### src/rtl/cpu_isa_pkg.sv
// -----------------------------------------------------------------------------
// cpu_isa_pkg
// Shared ISA definitions for the 8-bit CPU control path.
//   - opcode constants OP_NOP .. OP_HLT
//   - ALU operation encodings ALU_PASS / ALU_ADD / ALU_SUB
//   - ctrl_word_t: packed control word produced by the opcode decoder
//   - CTRL_NOP: the all-inactive control word
// -----------------------------------------------------------------------------
package cpu_isa_pkg;

    localparam logic [3:0] OP_NOP = 4'h0;
    localparam logic [3:0] OP_LDA = 4'h1;
    localparam logic [3:0] OP_ADD = 4'h2;
    localparam logic [3:0] OP_SUB = 4'h3;
    localparam logic [3:0] OP_STA = 4'h4;
    localparam logic [3:0] OP_LDI = 4'h5;
    localparam logic [3:0] OP_JMP = 4'h6;
    localparam logic [3:0] OP_JZ  = 4'h7;
    localparam logic [3:0] OP_HLT = 4'hF;

    localparam logic [1:0] ALU_PASS = 2'b00;
    localparam logic [1:0] ALU_ADD  = 2'b01;
    localparam logic [1:0] ALU_SUB  = 2'b10;

    typedef struct packed {
        logic [1:0] alu_op;
        logic       acc_load;
        logic       mem_read;
        logic       mem_write;
        logic       imm_select;
        logic       halt;
        logic       jump;
        logic       jz;
        logic       illegal;
    } ctrl_word_t;

    localparam ctrl_word_t CTRL_NOP = ctrl_word_t'(10'b0);

endpackage

### src/rtl/control_decoder_opcode_decode.sv
// -----------------------------------------------------------------------------
// opcode_decode
// Purely combinational opcode -> control word mapping.
// Ports:
//   opcode : input  [OPCODE_WIDTH-1:0]  upper instruction bits
//   ctrl   : output ctrl_word_t         decoded control word; unknown opcodes
//                                       return an otherwise-empty word with
//                                       the illegal bit set
// Configuration macro: CONTROL_DECODER_BRANCH_EN
//   defined   -> 0x6 JMP and 0x7 JZ decode to branch control words
//   undefined -> 0x6 and 0x7 are illegal
// -----------------------------------------------------------------------------
module opcode_decode
    import cpu_isa_pkg::*;
#(
    parameter int OPCODE_WIDTH = 4
) (
    input  logic [OPCODE_WIDTH-1:0] opcode,
    output ctrl_word_t              ctrl
);

    always_comb begin
        ctrl = CTRL_NOP;
        case (opcode)
            OP_NOP: ;
            OP_LDA: begin
                ctrl.mem_read = 1'b1;
                ctrl.acc_load = 1'b1;
                ctrl.alu_op   = ALU_PASS;
            end
            OP_ADD: begin
                ctrl.mem_read = 1'b1;
                ctrl.acc_load = 1'b1;
                ctrl.alu_op   = ALU_ADD;
            end
            OP_SUB: begin
                ctrl.mem_read = 1'b1;
                ctrl.acc_load = 1'b1;
                ctrl.alu_op   = ALU_SUB;
            end
            OP_STA: ctrl.mem_write = 1'b1;
            OP_LDI: begin
                ctrl.acc_load   = 1'b1;
                ctrl.imm_select = 1'b1;
            end
            OP_HLT: ctrl.halt = 1'b1;
`ifdef CONTROL_DECODER_BRANCH_EN
            OP_JMP: ctrl.jump = 1'b1;
            OP_JZ:  ctrl.jz   = 1'b1;
`endif
            default: ctrl.illegal = 1'b1;
        endcase
    end

endmodule

### src/rtl/control_decoder.sv
// -----------------------------------------------------------------------------
// control_decoder
// Owns PC, IR and the registered control word of the 8-bit CPU. Consumes the
// one-hot fetch/decode/execute/increment strobes from the sequence generator
// and drives datapath strobes combinationally during execute.
// Ports:
//   clock, input_clear (sync active-high reset), input_clock_enable
//   input_fetch / input_decode / input_execute / input_increment : phase strobes
//   input_instruction : instruction byte,  input_zero_flag : ALU zero flag
//   output_address    : PC, or zero-extended operand in execute of memory ops
//   output_ir / output_operand : IR and its low operand bits
//   output_alu_op, output_acc_load, output_mem_read, output_mem_write,
//   output_imm_select : execute-phase datapath controls
//   output_halt : CPU halted,  output_illegal : illegal opcode / phase error
// Configuration macro: CONTROL_DECODER_BRANCH_EN (enables JMP / JZ)
// -----------------------------------------------------------------------------
module control_decoder
    import cpu_isa_pkg::*;
#(
    parameter int ADDR_WIDTH   = 8,
    parameter int DATA_WIDTH   = 8,
    parameter int OPCODE_WIDTH = 4
) (
    input  logic                                clock,
    input  logic                                input_clear,
    input  logic                                input_clock_enable,
    input  logic                                input_fetch,
    input  logic                                input_decode,
    input  logic                                input_execute,
    input  logic                                input_increment,
    input  logic [DATA_WIDTH-1:0]               input_instruction,
    input  logic                                input_zero_flag,
    output logic [ADDR_WIDTH-1:0]               output_address,
    output logic [DATA_WIDTH-1:0]               output_ir,
    output logic [DATA_WIDTH-OPCODE_WIDTH-1:0]  output_operand,
    output logic [1:0]                          output_alu_op,
    output logic                                output_acc_load,
    output logic                                output_mem_read,
    output logic                                output_mem_write,
    output logic                                output_imm_select,
    output logic                                output_halt,
    output logic                                output_illegal
);

    localparam int OPERAND_WIDTH = DATA_WIDTH - OPCODE_WIDTH;

    logic [ADDR_WIDTH-1:0]    pc;
    logic [DATA_WIDTH-1:0]    ir;
    ctrl_word_t               ctrl_word;
    ctrl_word_t               dec_word;
    logic                     halted;
    logic                     jump_pending;
    logic                     illegal_pulse;
    logic                     phase_err;
    logic                     active;
    logic                     exec_on;
    logic [OPERAND_WIDTH-1:0] operand;
    logic [ADDR_WIDTH-1:0]    operand_addr;

    assign operand      = ir[OPERAND_WIDTH-1:0];
    assign operand_addr = {{(ADDR_WIDTH-OPERAND_WIDTH){1'b0}}, operand};

    // More than one phase strobe at once is a sequencer fault: nothing moves.
    assign phase_err = ({input_fetch, input_decode, input_execute, input_increment} != 4'b0000) &&
                       !$onehot({input_fetch, input_decode, input_execute, input_increment});
    assign active    = input_clock_enable && !halted && !phase_err;
    assign exec_on   = active && input_execute;

    opcode_decode #(
        .OPCODE_WIDTH (OPCODE_WIDTH)
    ) u_opcode_decode (
        .opcode (ir[DATA_WIDTH-1 -: OPCODE_WIDTH]),
        .ctrl   (dec_word)
    );

    // ---- state: PC, IR, control word, halt, illegal pulse ----
    always_ff @(posedge clock) begin
        if (input_clear) begin
            pc            <= '0;
            ir            <= '0;
            ctrl_word     <= CTRL_NOP;
            halted        <= 1'b0;
            illegal_pulse <= 1'b0;
        end else begin
            illegal_pulse <= 1'b0;
            if (active) begin
                if (input_fetch) begin
                    ir <= input_instruction;
                end
                if (input_decode) begin
                    ctrl_word     <= dec_word.illegal ? CTRL_NOP : dec_word;
                    illegal_pulse <= dec_word.illegal;
                end
                if (input_execute && ctrl_word.halt) begin
                    halted <= 1'b1;
                end
                if (input_increment) begin
                    if (jump_pending) begin
                        pc <= operand_addr;
                    end else begin
                        pc <= pc + {{(ADDR_WIDTH-1){1'b0}}, 1'b1};
                    end
                end
            end
        end
    end

`ifdef CONTROL_DECODER_BRANCH_EN
    // ---- branch state: resolved at execute, consumed at increment ----
    always_ff @(posedge clock) begin
        if (input_clear) begin
            jump_pending <= 1'b0;
        end else if (active) begin
            if (input_execute) begin
                jump_pending <= ctrl_word.jump || (ctrl_word.jz && input_zero_flag);
            end else if (input_increment) begin
                jump_pending <= 1'b0;
            end
        end
    end

    logic unused_bits;
    assign unused_bits = &{1'b0, ctrl_word.illegal};
`else
    assign jump_pending = 1'b0;

    logic unused_bits;
    assign unused_bits = &{1'b0, ctrl_word.illegal, ctrl_word.jump, ctrl_word.jz, input_zero_flag};
`endif

    // ---- outputs ----
    always_comb begin
        output_address    = pc;
        output_alu_op     = ALU_PASS;
        output_acc_load   = 1'b0;
        output_mem_read   = 1'b0;
        output_mem_write  = 1'b0;
        output_imm_select = 1'b0;
        if (exec_on) begin
            output_alu_op     = ctrl_word.alu_op;
            output_acc_load   = ctrl_word.acc_load;
            output_mem_read   = ctrl_word.mem_read;
            output_mem_write  = ctrl_word.mem_write;
            output_imm_select = ctrl_word.imm_select;
            if (ctrl_word.mem_read || ctrl_word.mem_write) begin
                output_address = operand_addr;
            end
        end
    end

    assign output_ir      = ir;
    assign output_operand = operand;
    assign output_halt    = halted;
    assign output_illegal = illegal_pulse || phase_err;

endmodule

### config.mk
export PLATFORM = sky130hd
export DESIGN_NAME = control_decoder
export DESIGN_NICKNAME = d
export VERILOG_FILES = /design/src/rtl/cpu_isa_pkg.sv /design/src/rtl/control_decoder_opcode_decode.sv /design/src/rtl/control_decoder.sv
export SDC_FILE = /design/constraint.sdc
export NUM_CORES = 1
export LEC_CHECK = 0
export ABC_AREA = 1
export BUFFER_PORTS_ARGS = -buffer_cell sky130_fd_sc_hd__buf_2
export CELL_PAD_IN_SITES_DETAIL_PLACEMENT = 0
export CELL_PAD_IN_SITES_GLOBAL_PLACEMENT = 2
export CORE_UTILIZATION = 26
export CTS_CLUSTER_SIZE = 25
export DETAILED_ROUTE_END_ITERATION = 16
export GPL_ROUTABILITY_DRIVEN = 0
export PLACE_DENSITY_LB_ADDON = 0.1
export SYNTH_ARGS = -nofsm -noshare
export SYNTH_HDL_FRONTEND = slang
export SYNTH_SLANG_ARGS = --single-unit
### constraint.sdc
create_clock -name clock -period 3.48 [get_ports clock]
set_clock_uncertainty 0.15 [all_clocks]
set_input_delay 0.696 -clock clock [delete_from_list [all_inputs] [get_ports clock]]
set_output_delay 0.696 -clock clock [all_outputs]
set_load 0.02 [all_outputs]
==> results.json <==
{
  "ant_nets": 0,
  "wl_per_cell_um": 10.6,
  "area_growth_pct": 27.5,
  "synth_nets": 255,
  "fp.dieArea_um2": 6140,
  "synth_top_area_share_pct": 33.0,
  "core-area_um2": 5570,
  "yosys-top-cells-count": "nand2_1 (72), nor2_1 (41), inv_1 (37)",
  "max_stage_delay_ns": 0.53,
  "hpwl_um": 2770,
  "finalWorstSetupSlack_ns": 0.0972,
  "async_reset_ff_share_pct": 0,
  "fin_crit_sh_pct": 97.2,
  "die_w_um": 78.3,
  "drtPass1Iterations": 4,
  "wl_met3_um": 189,
  "cp-startpoint": "input_fetch",
  "drive_above_1_share_pct": 28.2,
  "yosysTopAreaCell": "dfxtp_1",
  "p_per_area_nw_per_um2": 338,
  "overflow": 0,
  "pre_cts_ws_ns": -0.112,
  "tritoncts": "yes",
  "diodes": 0,
  "grt_pass1_wl_um": 6140,
  "yosysSeqAreaShare_pct": 33.0,
  "synth-seq-cells": 25,
  "required_ns": 2.63,
  "ir_drop_uv": 138,
  "drt-vias-per-instance": 4.12,
  "clk_pin_slew_ns": 0.10,
  "final_util_pct": 34.7,
  "fmax_ghz": 0.296,
  "grt_pass1_vias": 1340,
  "synthDistinctLibCells": 24,
  "cts_buffer_depth": 2,
  "critical_path_buf_inv_count": 5,
  "fp.dieH_um": 78.3,
  "hold_path.class": "flip-flop to flip-flop",
  "htree_levels": 1,
  "power_frac_clock_pct": 28.4,
  "root_buffer": "clkbuf_8",
  "start_util_pct": 27.2,
  "drt_iter0_drc": 52,
  "drv_slew": 0,
  "cts_inserted_buffers": 3,
  "crit_type": "input pin to primary output",
  "antenna_found_initial": 0,
  "critPathSlowestCell": "fa_1",
  "nNetsFinal": 306,
  "startpoint_type": "input pin",
  "met2_length_um": 1540,
  "power_frac_comb_pct": 24.5,
  "netlist_area_um2": 1520,
  "post-route-drc-count": 0,
  "reg2reg_from": "pc[0]$_SDFFE_PP0P_",
  "tightest_slew_ns": 0.488,
  "syn_avg_cell_area_um2": 6.48,
  "synth-edff-count": 0,
  "syn_inst": 234,
  "met1Wirelength_um": 1970,
  "cp_top_family": "adder cells",
  "end_kind": "primary output",
  "place_area_um2": 1840,
  "crit_fanout": 7,
  "highest_layer": "met4",
  "yosysMostFrequentCell": "nand2_1",
  "status": "finished, final reports clean",
  "io_buffers": 42,
  "min_from": "ctrl_word[3]$_SDFFE_PP0P_",
  "num_vias": 1466,
  "synth_warnings": 0,
  "synth_area_leaders": "dfxtp_1 (33%), nand2_1 (18%), nor2_1 (10%)",
  "power_frac_seq_pct": 47.1,
  "path_cells": "buf_6 -> inv_2 -> fa_1 -> inv_1 -> ha_2 -> ha_4 -> inv_2 -> nand3_2 -> nand2_4 -> nand2_4 -> nor2_4 -> nand2_1 -> o21ai_1 -> buf_4",
  "drv_cap": 0,
  "timing.slew.headroom_pct": 67.4,
  "track_usage_pct": 12.9,
  "synthFlopType": "dfxtp_1",
  "fin_crit_ns": 3.38,
  "io_pins": 44,
  "p_sw_uw": 215,
  "setup_viol": 0,
  "arrival_ns": 2.54,
  "wl_um": 3760,
  "rsz0062_at_grt": "false",
  "clkSinkCount": 25,
  "p_leak_nw": 0.976,
  "sw_frac_of_total_pct": 33.0,
  "insertion_delay_ns": 0.28,
  "final_area_um2": 1930,
  "num_rows": 27,
  "hold_violations": 0,
  "grt_max_degree": 17,
  "internal_power_uw": 437
}
-- layout by cell type, fill, tap and decap left out, types with 4 or more instances in the layout --
master,count
o21ai_0,8
dfxtp_1,25
nor2_1,41
buf_2,38
inv_2,4
buf_4,14
nand2_1,71
a21oi_1,10
nand3_1,5
inv_1,33
-- per-stage QoR --
step	instances	hold slack [ns]	power, mW	TNS (ns)
floorplan	234	0.294	0.417	0
global placement	351	0.307	0.468	-0.247
detailed placement	351	0.308	0.468	-0.807
CTS	356	0.322	0.661	0
global route	356	0.338	0.692	0
finish	356	0.319	0.653	0
-- final cells by class --
type	count	area, um2
clock buffer	3	41.3
clock inverter	1	5.00
fill	655	3640
inverter	37	139
multi-input combinational	165	850
sequential	25	500
tap	72	90.1
timing repair buffer	53	307
-- sequential cells by signal, indices dropped and copies added (netlist names) --
register and cells:
ctrl_word 7, pc 8, output_halt 1, illegal_pulse 1, output_ir 8
-- logic make-up (layout without fill, tap and decap cells) --
logic type                 Yosys count  count (layout)  synth area share [%]
and+or+nand+nor                    135             135                  40.2
buffers and inverters               44              94                  12.6
DFF                                 25              25                  33.0
AOI/OAI and AO/OA                   22              22                  7.76
adders and majority gates            5               5                  4.62
xor gates and xnor gates             3               3                  1.73
-- tightest hold or removal path, delay by kind of cell (launching register included) --
family	cells	cell delay (ns)
AOI/OAI and AO/OA	1	0.04
DFF	1	0.33
and+or+nand+nor	1	0.07
-- final timing paths --
kind	endpoint	slack, ns	cells after the start
worst max-delay path	output_address[0]	0.1	14
worst min-delay path	output_halt$_SDFFE_PP0P_	0.32	2
worst max register to register	pc[6]$_SDFFE_PP0P_	2.04	8
worst min register to register	output_halt$_SDFFE_PP0P_	0.32	2
-- layer usage --
layer  up-vias  track usage (%)
met4         0             5.56
li1        800                -
met2        39             19.9
met1       622             17.6
met3         5             2.21
met5         -                0
-- power by group through the flow --
| stage | logic (mW) | registers [mW] | clock network (mW) |
|---|---|---|---|
| 2_1_floorplan | 0.0960 | 0.321 | 0 |
| 3_3_place_gp | 0.154 | 0.315 | 0 |
| 3_5_place_dp | 0.154 | 0.315 | 0 |
| 4_1_cts | 0.162 | 0.308 | 0.191 |
| 5_1_grt | 0.181 | 0.310 | 0.201 |
| 6_report | 0.160 | 0.308 | 0.185 |
-- what timing repair did --
action,CTS,global route
buffers inserted,1,0
setup endpoints to repair,14,8
hold buffers,0,0
pin swaps,4,4
gates resized for setup,8,7
No activity file was read; power rests on OpenSTA's default activity.
